==> config.mk <==
export PLATFORM = sky130hd
export DESIGN_NAME = hazard_scoreboard
export DESIGN_NICKNAME = d
export VERILOG_FILES = /design/src/rtl/hazard_scoreboard.sv
export SDC_FILE = /design/constraint.sdc
export NUM_CORES = 1
export LEC_CHECK = 0
export BUFFER_PORTS_ARGS = -buffer_cell sky130_fd_sc_hd__buf_2
export CORE_ASPECT_RATIO = 1.2
export CORE_MARGIN = 1
export CORE_UTILIZATION = 37
export CTS_BUF_LIST = sky130_fd_sc_hd__clkbuf_8
export CTS_CLUSTER_SIZE = 40
export DETAILED_ROUTE_END_ITERATION = 7
export PLACE_DENSITY = 0.62
export SLEW_MARGIN = 5
export SYNTH_ARGS = -nofsm -noshare
export SYNTH_HDL_FRONTEND = slang
export SYNTH_SLANG_ARGS = --single-unit
==> constraint.sdc <==
create_clock -name clk -period 2.45 [get_ports clk]
set_input_delay 0.3675 -clock clk [delete_from_list [all_inputs] [get_ports clk]]
set_output_delay 0.3675 -clock clk [all_outputs]
set_load 0.005 [all_outputs]
==> src/rtl/hazard_scoreboard.sv <==
// -----------------------------------------------------------------------------
// hazard_scoreboard
//   Per-register scoreboard for the dynamic pipeline. It sits between IF/ID and
//   ID/EXE. Each issued register writer arms a countdown equal to its result
//   latency, which is the number of cycles until the result can be forwarded.
//   The instruction at ID is stalled while any source register it reads has a
//   nonzero count. The stall holds IF/ID and injects a bubble into ID/EXE.
//
// Optional feature (compile-time macro HAZ_PERF_CNT_EN):
//   When the macro is defined, the block adds perf_clr and stall_cycles. These
//   implement a saturating count of stall cycles. When the macro is undefined,
//   neither port nor any counter logic exists.
//
// Ports
//   clk            in   1     system clock, rising edge
//   rst_n          in   1     synchronous active-low reset
//   issue_valid    in   1     ID holds a valid instruction requesting issue
//   issue_rs       in   AW    source 1 address
//   issue_rs_used  in   1     source 1 is read
//   issue_rt       in   AW    source 2 address
//   issue_rt_used  in   1     source 2 is read
//   issue_we       in   1     instruction writes the register file
//   issue_waddr    in   AW    destination address
//   issue_lat      in   CW    cycles until result forwardable (0 = immediate)
//   flush          in   1     kill the instruction at ID this cycle
//   stall          out  1     hold IF/ID, bubble into ID/EXE (combinational)
//   issue_fire     out  1     issue_valid & ~stall & ~flush
//   busy           out  NREG  busy[r] = (cnt[r] != 0), busy[0] = 0
//   perf_clr       in   1     clear stall_cycles       (HAZ_PERF_CNT_EN only)
//   stall_cycles   out  32    saturating stall count   (HAZ_PERF_CNT_EN only)
// -----------------------------------------------------------------------------
module hazard_scoreboard #(
    parameter int NREG    = 32,
    parameter int AW      = 5,
    parameter int MAX_LAT = 3,
    parameter int CW      = 2
) (
    input  logic            clk,
    input  logic            rst_n,
    input  logic            issue_valid,
    input  logic [AW-1:0]   issue_rs,
    input  logic            issue_rs_used,
    input  logic [AW-1:0]   issue_rt,
    input  logic            issue_rt_used,
    input  logic            issue_we,
    input  logic [AW-1:0]   issue_waddr,
    input  logic [CW-1:0]   issue_lat,
    input  logic            flush,
`ifdef HAZ_PERF_CNT_EN
    input  logic            perf_clr,
    output logic [31:0]     stall_cycles,
`endif
    output logic            stall,
    output logic            issue_fire,
    output logic [NREG-1:0] busy
);

    // Count one lower, floored at zero.
    function automatic logic [CW-1:0] dec_cnt(input logic [CW-1:0] c);
        logic [CW-1:0] r;
        if (c == {CW{1'b0}}) begin
            r = {CW{1'b0}};
        end else begin
            r = c - {{(CW-1){1'b0}}, 1'b1};
        end
        return r;
    endfunction

    // Latencies above MAX_LAT saturate to MAX_LAT.
    function automatic logic [CW-1:0] sat_lat(input logic [CW-1:0] l);
        logic [CW-1:0] r;
        if (int'(l) > MAX_LAT) begin
            r = CW'(MAX_LAT);
        end else begin
            r = l;
        end
        return r;
    endfunction

    // Larger of two counts.
    function automatic logic [CW-1:0] max_cnt(input logic [CW-1:0] a, input logic [CW-1:0] b);
        logic [CW-1:0] r;
        if (a > b) begin
            r = a;
        end else begin
            r = b;
        end
        return r;
    endfunction

    logic [CW-1:0] cnt_q [NREG];
    logic [CW-1:0] cnt_d [NREG];
    logic [CW-1:0] lat_eff_s;
    logic          rs_hit_s;
    logic          rt_hit_s;
    logic          arm_s;

    // Source hazard check. It uses the pre-update counts, so a self-dependent
    // instruction sees only the older writers.
    always_comb begin
        rs_hit_s = 1'b0;
        rt_hit_s = 1'b0;
        if (issue_rs_used && (issue_rs != {AW{1'b0}}) && (cnt_q[issue_rs] != {CW{1'b0}})) begin
            rs_hit_s = 1'b1;
        end else begin
            rs_hit_s = 1'b0;
        end
        if (issue_rt_used && (issue_rt != {AW{1'b0}}) && (cnt_q[issue_rt] != {CW{1'b0}})) begin
            rt_hit_s = 1'b1;
        end else begin
            rt_hit_s = 1'b0;
        end
    end

    // Flush does not gate stall. It only suppresses issue and counter arming.
    assign stall      = issue_valid & (rs_hit_s | rt_hit_s);
    assign issue_fire = issue_valid & ~stall & ~flush;
    assign lat_eff_s  = sat_lat(issue_lat);
    assign arm_s      = issue_fire & issue_we & (lat_eff_s != {CW{1'b0}});

    // Next count per register. The max() keeps a short WAW writer from hiding an
    // older, longer pending write. Register 0 never becomes busy.
    always_comb begin
        for (int r = 0; r < NREG; r++) begin
            cnt_d[r] = {CW{1'b0}};
            if (r == 0) begin
                cnt_d[r] = {CW{1'b0}};
            end else if (arm_s && (issue_waddr == AW'(r))) begin
                cnt_d[r] = max_cnt(dec_cnt(cnt_q[r]), lat_eff_s);
            end else begin
                cnt_d[r] = dec_cnt(cnt_q[r]);
            end
        end
    end

    // Counter array register. Reset drops every pending count.
    always_ff @(posedge clk) begin
        for (int r = 0; r < NREG; r++) begin
            if (!rst_n) begin
                cnt_q[r] <= {CW{1'b0}};
            end else begin
                cnt_q[r] <= cnt_d[r];
            end
        end
    end

    // Busy vector decoded from the counts.
    always_comb begin
        for (int r = 0; r < NREG; r++) begin
            if (r == 0) begin
                busy[r] = 1'b0;
            end else begin
                busy[r] = (cnt_q[r] != {CW{1'b0}});
            end
        end
    end

`ifdef HAZ_PERF_CNT_EN
    logic [31:0] stall_cycles_q;
    logic [31:0] stall_cycles_d;

    // Saturating stall-cycle count. A clear takes priority over an increment.
    always_comb begin
        stall_cycles_d = stall_cycles_q;
        if (perf_clr) begin
            stall_cycles_d = 32'h0000_0000;
        end else if (stall && (stall_cycles_q != 32'hFFFF_FFFF)) begin
            stall_cycles_d = stall_cycles_q + 32'h0000_0001;
        end else begin
            stall_cycles_d = stall_cycles_q;
        end
    end

    // Stall-cycle count register.
    always_ff @(posedge clk) begin
        if (!rst_n) begin
            stall_cycles_q <= 32'h0000_0000;
        end else begin
            stall_cycles_q <= stall_cycles_d;
        end
    end

    assign stall_cycles = stall_cycles_q;
`endif

endmodule

==> results of run 1 <==
==> logic make-up (layout without fill, tap and decap cells) <==
group	Yosys count	after routing	share of synthesized area
buffers and inverters	133	277	0.09027
AO/OA/AOI/OAI	84	84	0.09687
AND/OR/NAND/NOR	352	352	0.3044
flip-flops	62	62	0.2045
multiplexers	60	60	0.1117
other	1	1	0.0006177
adder cells (fa/ha/maj)	93	93	0.1917
==> what timing repair did <==
action,CTS,global route
cloned,1,2
setup buffers,4,2
hold endpoints to repair,0,0
endpoints found under the setup margin,62,64
resized for setup,26,43
pin swaps,6,11
==> cell usage in the layout (no fill, tap or decap), types with 7 or more instances in the layout <==
cell type / netlist / layout
clkbuf_8: 0 / 13
nor3_1: 25 / 11
buf_4: 6 / 99
ha_1: 93 / 93
or2_2: 9 / 9
a41o_1: 7 / 7
nor2_1: 80 / 68
o22ai_1: 32 / 31
inv_1: 95 / 96
mux2i_1: 52 / 52
a21oi_1: 16 / 15
nand2_1: 73 / 73
nand3b_1: 31 / 31
nor2_2: 0 / 7
nand4b_1: 11 / 11
dfxtp_2: 0 / 14
nor3_2: 0 / 13
dfxtp_1: 62 / 47
buf_2: 3 / 55
nand4_1: 24 / 24
nand3_1: 21 / 19
nand2b_1: 58 / 58
==> layout make-up <==
type | instances | area (um2) | share of cell area
clock buffers | 13 | 178.9 | 0.02296
multi-input cells | 590 | 4509 | 0.5786
clock inverters | 2 | 7.507 | 0.0009632
repair buffers | 167 | 1219 | 0.1564
inverters | 95 | 356.6 | 0.04575
well taps | 208 | 260.3 | 0.03339
flip-flops and latches | 62 | 1262 | 0.1620
==> routing by layer <==
layer	global-route usage	wire length (um)	vias up
li1	-	-	2990
met1	0.2678	8145	2757
met2	0.3496	8059	153
met3	0.03085	795	31
met4	0.08394	486	0
met5	0	0	-
==> critical path: stages, from the launching register on <==
cell	delay [ns]
dfxtp_1	0.35
nor2_2	0.20
a21oi_1	0.10
mux4_2	0.48
mux2_4	0.29
a221oi_4	0.25
buf_6	0.15
and3b_1	0.14
buf_2	0.10
==> power breakdown <==
part           internal (W)  total, W  switching, W
Combinational      0.000226  0.000540      0.000314
Sequential          0.00101   0.00101   0.000000867
Clock              0.000466  0.000896      0.000430
Total               0.00170   0.00244      0.000744
==> per-stage QoR <==
step / instance area, um2 / cells / setup WS, ns / hold slack (ns)
global placement: 7271 / 1113 / -0.2962 / 0.5230
floorplan: 6136 / 785 / 0.01851 / 0.4889
finish: 7794 / 1137 / -0.3315 / 0.4390
global route: 7794 / 1137 / -0.4216 / 0.4421
CTS: 7562 / 1133 / -0.3475 / 0.4330
detailed placement: 7271 / 1113 / -0.3303 / 0.5267
==> path summary, 6_finish.rpt <==
| path | end | slack [ns] | cells past startpoint |
|---|---|---|---|
| max | issue_fire | -0.33 | 8 |
| min | cnt_q[14][1] | 0.44 | 3 |
| max reg2reg | cnt_q[7][1] | -0.15 | 13 |
| min reg2reg | cnt_q[1][0] | 0.55 | 2 |
==> qor.yml, run 1 <==
setup_path:
  crit_required_ns: 2.08
  start_kind: "register"
  cp.arrival_ns: 2.41
  r2r_start: "cnt_q[10][0]"
  path_max_fanout: 4
  critPathCaptureType: "output pin"
  startpoint: "cnt_q[29][0]"
  critPathKind: "reg -> out"
routing:
  wl_per_cell_um: 15.38
  antenna_left: 0
  drtIter0Drc: 285
  routed_wl_um: 17490
  vias: 5931
  viasPerCell: 5.216
  dr.pass1.iters: 5
  drc_errors: 0
sta:
  slew_viol_final: 0
  postLayoutSetupSlackWorst_ns: -0.3315
  min_period_ns: 2.782
  setup-violations-final: 54
  finalHoldViolations: 0
  fin_setup_tns_ns: -4.184
  fmax_mhz: 359.5
  rsz0062_at_grt: "true"
  worst_clock_skew_ns: 0.009699
  period_share: 1.135
synth:
  synth_top_cells_by_area: "dfxtp_1 20%, ha_1 19%, mux2i_1 8.6%, nand2b_1 6.0%, inv_1 5.9%"
  synth_area_mm2: 0.006071
  yosys.area.top_type: "dfxtp_1"
  synth_top_area_share: 0.2045
  yosysSeqAreaShare: 0.2045
  syn-instance-count: 785
  yosysMostFrequentCell: "inv_1"
  syn_avg_cell_area_um2: 7.734
  async_flop_share: 0
  synth_top_cells_by_count: "95 x inv_1, 93 x ha_1, 80 x nor2_1"
  yosys_register_bits: 62
  yosys_warnings: 0
  synth_edf_count: 0
  synth_top_flop_cell: "dfxtp_1"
  ys_types: 46
  synth_fp_nets: 902
cells_and_area:
  final_layout_size_suffix_gt1_frac: 0.2713
  largestRegisters: "cnt_q: 62 flops"
  fin_nets: 1042
  nFillCells: 1527
  layout-area-overhead-vs-synth_pct: 28.38
  largest_reg_flops: 62
  regMostFlops: "cnt_q"
  diodes: 0
  final_util: 0.4924
status:
  status: "complete, but fails checks"
  violations: "setup timing"
clock_network:
  cts_tree: "yes"
  clockRootBuffer: "clkbuf_8"
  cts_inserted_buffers: 9
  cts_sinks: 62
  cts_hold_buffers: 0
  cts_buffer_depth: 2
  path_clk_slew_ns: 0.07
  clk_latency_ns: 0.37
  h-tree-depth: 3
place:
  routabilityCongestion: 0.9104
  port_buffers: 56
  dpl.hpwl_um: 12810
floorplan:
  die_h_um: 142.3
  core-area_mm2: 0.01583
  io_pins: 58
  chipWidth_um: 118.9
  dieArea_mm2: 0.01693
  placementRows: 50
  start_util: 0.3836
power:
  irDropWorstVdd_mv: 0.1705
  p_leak_nw: 4.210
  power.density_mw_per_mm2: 313.5
  finalPower_w: 0.002443
hold_path:
  hp-class: "in -> reg"
  min_from: "rst_n"
grt:
  grt.overflow.total: 0
  grt_pass1_wl_um: 27770
  grt_usage: 0.2085
  grt_pass1_vias: 5479
  grt_max_degree: 65
  antenna_found_initial: 0
job:
  drv_cap: 0
No activity file was read; power rests on OpenSTA's default activity.
==> run 2, diff against run 1 <==
--- a/config.mk
+++ b/config.mk
@@ -13,6 +13,7 @@
 export CTS_CLUSTER_SIZE = 40
 export DETAILED_ROUTE_END_ITERATION = 7
 export PLACE_DENSITY = 0.62
+export RECOVER_POWER = 50
 export SLEW_MARGIN = 5
 export SYNTH_ARGS = -nofsm -noshare
 export SYNTH_HDL_FRONTEND = slang
==> qor.yml, run 2 (same netlist as run 1, synthesis figures left out) <==
sta:
  fmax_mhz: 359.7  # about the same
  rsz0062_at_grt: "true"
  fin_setup_tns_ns: -4.159  # +0.02474 ns
  setup-violations-final: 54  # unchanged
  finalHoldViolations: 0  # unchanged
  slew_viol_final: 0  # unchanged
  hold_ws_ns: 0.4426  # +0.003622 ns
  worst_clock_skew_ns: 0.009401  # -0.0002986 ns
  period_share: 1.135  # about the same
  postLayoutSetupSlackWorst_ns: -0.3304  # +0.001130 ns
  min_period_ns: 2.780  # -0.001130 ns
setup_path:
  cp_slowest_cell: "mux4_2"
  path_max_fanout: 4  # unchanged
  critPathCaptureType: "output pin"
  critPathKind: "reg -> out"
  crit_required_ns: 2.08  # about the same
  start_kind: "register"
  cp_cell_sequence: "nor2_2 -> a21oi_1 -> mux4_2 -> mux2_4 -> a221oi_4 -> buf_6 -> and3b_1 -> buf_2"
  cp.arrival_ns: 2.41  # about the same
  cpPeakStageDelay_ns: 0.48  # about the same
job:
  drv_cap: 0  # unchanged
routing:
  antenna_left: 0  # unchanged
  drtIter0Drc: 283  # -0.70%
  vias: 5940  # +0.15%
  dr.pass1.iters: 5  # unchanged
  routed_wl_um: 17470  # about the same
  drc_errors: 0  # unchanged
  viasPerCell: 5.224  # +0.15%
  wl_per_cell_um: 15.37  # about the same
place:
  dpl.hpwl_um: 12810  # unchanged
  routabilityCongestion: 0.9104  # unchanged
  port_buffers: 56  # unchanged
floorplan:
  dieArea_mm2: 0.01693  # unchanged
  core-area_mm2: 0.01583  # unchanged
  chipWidth_um: 118.9  # unchanged
  start_util: 0.3836  # unchanged
  die_h_um: 142.3  # unchanged
  io_pins: 58  # unchanged
  placementRows: 50  # unchanged
clock_network:
  cts_sinks: 62  # unchanged
  cts_tree: "yes"
  h-tree-depth: 3  # unchanged
  clk_latency_ns: 0.37  # about the same
  cts_inserted_buffers: 9  # unchanged
  path_clk_slew_ns: 0.07  # about the same
  cts_buffer_depth: 2  # unchanged
  clockRootBuffer: "clkbuf_8"
cells_and_area:
  fin_nets: 1042  # unchanged
  multi_input_area_mm2: 0.004509  # unchanged
  final_layout_size_suffix_gt1_frac: 0.2648  # -0.006459
  nFillCells: 1528  # +0.065%
  largest_reg_flops: 62  # unchanged
  layout-area-overhead-vs-synth_pct: 28.13
  area.sequential_mm2: 0.001262  # unchanged
  regMostFlops: "cnt_q"
  largestRegisters: "cnt_q: 62 flops"
  final_cell_mix: "96 x inv_1, 96 x buf_4, 93 x ha_1"
  diodes: 0  # unchanged
power:
  finalPower_w: 0.002441  # about the same
  p_seq_frac: 0.413  # about the same
  p_leak_nw: 4.187  # -0.53%
  p_sw_w: 0.0007428  # -0.22%
  p_sw_frac: 0.3042  # -0.0004612
  power.density_mw_per_mm2: 313.9  # +0.12%
  power.internal_w: 0.001699  # about the same
  p_comb_frac: 0.221  # about the same
  irDropWorstVdd_mv: 0.1698  # -0.43%
  clkPwrFrac: 0.366  # about the same
status:
  status: "complete, but fails checks"
  violations: "setup timing"
grt:
  grt_pass1_wl_um: 27770  # unchanged
  grt_pass1_vias: 5479  # unchanged
  grt.overflow.total: 0  # unchanged
  grt_usage: 0.2085  # unchanged
  antenna_found_initial: 0  # unchanged
  grt_max_degree: 65  # unchanged
hold_path:
  hp-class: "in -> reg"
==> run 2: timing repair <==
item                                    4_1_cts  5_1_grt
gates cloned                                  1        2
endpoints found under the setup margin       62       64
pin swaps                                     6       11
setup buffers                                 4        2
hold buffers                                  0        0
resized for setup                            26       43
==> run 2: worst max-delay path: cells and delay by family, from the launching register on <==
family                 cells  cell delay [ns]
multiplexers               2             0.77
AO/OA/AOI/OAI              2             0.35
flip-flops                 1             0.35
buffers and inverters      2             0.25
AND/OR/NAND/NOR            2             0.34
==> run 2: area by class of cell <==
type / instances / share of cell area
Timing Repair Buffer: 167 / 0.1547
Tap cell: 208 / 0.03346
Clock buffer: 13 / 0.02300
Multi-Input combinational cell: 590 / 0.5797
Clock inverter: 2 / 0.0009651
Sequential cell: 62 / 0.1623
Inverter: 95 / 0.04584
==> run 2: power by group through the flow <==
stage	Combinational [W]	Clock, W	Sequential (W)
after global placement	0.000462	0	0.00103
final	0.000540	0.000894	0.00101
after global routing	0.000592	0.000963	0.00101
after floorplan	0.000302	0	0.00103
after CTS	0.000485	0.000907	0.00101
after detailed placement	0.000468	0	0.00103
==> run 2: final timing paths <==
| path | start | endpoint | slack [ns] | depth (start not counted) |
|---|---|---|---|---|
| worst min-delay path | rst_n | cnt_q[14][1] | 0.44 | 3 |
| worst min register to register | cnt_q[1][1] | cnt_q[1][0] | 0.55 | 2 |
| worst max register to register | cnt_q[10][0] | cnt_q[7][1] | -0.15 | 13 |
| worst max-delay path | cnt_q[29][0] | issue_fire | -0.33 | 8 |
==> run 2: per-stage QoR <==
stage | setup slack [ns] | std cells | cell area (um2) | utilization
after floorplan | 0.01851 | 785 | 6136 | -
after global placement | -0.2962 | 1113 | 7271 | 0.4594
after detailed placement | -0.3303 | 1113 | 7271 | 0.4594
after CTS | -0.3475 | 1133 | 7562 | 0.4778
after global routing | -0.4216 | 1137 | 7779 | 0.4915
final | -0.3304 | 1137 | 7779 | 0.4915
==> run 2: layer usage <==
layer | wire length, um | global-route usage
met1 | 8022 | 0.2678
met2 | 8026 | 0.3496
met3 | 905 | 0.03085
met4 | 519 | 0.08394
met5 | 0 | 0
==> run 3, diff against run 2 <==
--- a/config.mk
+++ b/config.mk
@@ -12,7 +12,7 @@
 export CTS_BUF_LIST = sky130_fd_sc_hd__clkbuf_8
 export CTS_CLUSTER_SIZE = 40
 export DETAILED_ROUTE_END_ITERATION = 7
-export PLACE_DENSITY = 0.62
+export PLACE_DENSITY = 0.6
 export RECOVER_POWER = 50
 export SLEW_MARGIN = 5
 export SYNTH_ARGS = -nofsm -noshare
==> constraint.sdc (replaced) <==
create_clock -name clk -period 2.95 [get_ports clk]
set_input_delay 0.1475 -clock clk [delete_from_list [all_inputs] [get_ports clk]]
set_output_delay 0.1475 -clock clk [all_outputs]
set_load 0.005 [all_outputs]
==> qor.yml, run 3 (same netlist as run 1, synthesis figures left out) <==
clock_network:
  clk_latency_ns: 0.37  # about the same
  path_clk_slew_ns: 0.07  # about the same
  cts_sinks: 62  # unchanged
  h-tree-depth: 3  # unchanged
  cts_buffer_depth: 2  # unchanged
  cts_tree: "yes"
  cts_hold_buffers: 0  # unchanged
  cts_inserted_buffers: 9  # unchanged
  clockRootBuffer: "clkbuf_8"
routing:
  dr.pass1.iters: 5  # unchanged
  routed_wl_um: 16450  # -5.9%
  antenna_left: 0  # unchanged
  drtIter0Drc: 268  # -5.3%
  viasPerCell: 5.302  # +1.5%
  drc_errors: 0  # unchanged
  vias: 5541  # -6.7%
  wl_per_cell_um: 15.74  # +2.4%
setup_path:
  critPathCaptureType: "output pin"
  start_kind: "register"
  path_max_fanout: 22  # +18
  crit_required_ns: 2.80  # +0.72 ns
  cp_slowest_cell: "mux4_2"
  cp.arrival_ns: 2.68  # +0.27 ns
  cpPeakStageDelay_ns: 0.46  # -0.02 ns
  cp_cell_sequence: "nor2_1 -> a21oi_1 -> mux4_2 -> mux2_2 -> a221oi_4 -> buf_12 -> and3b_1 -> buf_2"
  critPathKind: "reg -> out"
floorplan:
  core-area_mm2: 0.01583  # unchanged
  io_pins: 58  # unchanged
  start_util: 0.3836  # unchanged
  placementRows: 50  # unchanged
  die_h_um: 142.3  # unchanged
  dieArea_mm2: 0.01693  # unchanged
  chipWidth_um: 118.9  # unchanged
cells_and_area:
  final_common_cell: "inv_1"
  multi_input_area_mm2: 0.004305  # -4.5%
  final_layout_size_suffix_gt1_frac: 0.1099  # -0.1549
  diodes: 0  # unchanged
  nFillCells: 1641  # +7.4%
  final_cell_area_mm2: 0.006809  # -12%
  final_util: 0.4302  # -0.06126
  largest_reg_flops: 62  # unchanged
  regMostFlops: "cnt_q"
  largestRegisters: "cnt_q: 62 flops"
  final_cell_mix: "96 x inv_1, 93 x ha_1, 79 x nor2_1"
  layout-area-overhead-vs-synth_pct: 12.16
  area.sequential_mm2: 0.001241  # -1.7%
  fin_nets: 949  # -8.9%
job:
  drv_cap: 0  # unchanged
grt:
  grt_max_degree: 63  # -3.1%
  grt.overflow.total: 0  # unchanged
  grt_pass1_vias: 5269  # -3.8%
  grt_pass1_wl_um: 26790  # -3.6%
  grt_usage: 0.2005  # -0.007956
  antenna_found_initial: 1  # +1
sta:
  worst_clock_skew_ns: 0.01395  # +0.004552 ns
  setup-violations-final: 0  # -100%
  period_share: 0.9590
  max-slew-margin-rel: 0.5783
  tightest_slew_ns: 0.6325
  finalHoldViolations: 0  # unchanged
  slew_viol_final: 0  # unchanged
  min_period_ns: 2.829
  fmax_mhz: 353.5
  hold_ws_ns: 0.2606  # -0.1820 ns
place:
  routabilityCongestion: 0.8657  # -4.9%
  port_buffers: 56  # unchanged
  dpl.hpwl_um: 11560  # -9.7%
  place_area_mm2: 0.006594  # -9.3%
status:
  status: "completed"
power:
  irDropWorstVdd_mv: 0.1580  # -6.9%
  power.density_mw_per_mm2: 300.8  # -4.2%
  p_leak_nw: 3.588  # -14%
hold_path:
  hp-class: "in -> reg"
==> run 3: cell count changes in the layout (fill, tap and decap cells not counted), moves of 3 or more <==
cell | before | now
nor3_1 | 11 | 25
a2111oi_2 | 3 | 0
buf_2 | 52 | 45
nor2_4 | 5 | 1
dfxtp_1 | 47 | 62
nor2_1 | 68 | 79
a2111oi_0 | 3 | 7
nor2_2 | 7 | 0
nor3_2 | 13 | 0
buf_6 | 6 | 0
dfxtp_2 | 14 | 0
clkbuf_1 | 6 | 16
clkbuf_8 | 13 | 10
buf_4 | 96 | 7
==> run 3: area by class of cell <==
type	instances	area share
timing repair buffer	74	0.06321
clock inverter	6	0.01139
clock buffer	10	0.02021
sequential	62	0.1823
inverter	95	0.05237
multi-input combinational	590	0.6323
tap	208	0.03822
==> run 3: worst paths after layout <==
path,startpoint,end,slack [ns],cells past startpoint
max,cnt_q[29][0],issue_fire,0.12,8
min,issue_waddr[2],cnt_q[16][1],0.26,4
max reg2reg,cnt_q[29][0],cnt_q[29][0],0.28,8
min reg2reg,cnt_q[6][1],cnt_q[6][0],0.52,2
==> run 3: through the flow <==
stage	TNS (ns)	total power, W	setup slack (ns)	std cells
after floorplan	0	0.001101	0.7027	785
after global placement	0	0.001208	0.2710	1027
after detailed placement	0	0.001208	0.2557	1027
after CTS	0	0.002048	0.06667	1043
after global routing	-0.002516	0.002145	-0.002516	1045
final	0	0.002048	0.1210	1045
==> run 3: layer usage <==
metal	share of wire	GRT usage	wire length (um)
met5	0	0	0
met4	0.016	0.07262	255
met3	0.037	0.02444	602
met2	0.47	0.3416	7666
met1	0.48	0.2595	7922
==> run 3: repair_timing <==
action                                  CTS  global route
buffers inserted                          0             1
endpoints found under the setup margin    1             1
gates cloned                              0             1
resized for setup                         1             1
==> run 3: worst max-delay path, delay by kind of cell, from the launching register on <==
family	cells	cell delay (ns)
AOI/OAI and AO/OA	2	0.45
and+or+nand+nor	2	0.43
buffers and inverters	2	0.31
DFF	1	0.33
muxes	2	0.78
==> run 3: power by group <==
group	total, W	internal [W]	switching [W]
logic	0.000368	0.000130	0.000239
registers	0.000838	0.000837	0.000000859
clock network	0.000842	0.000490	0.000352
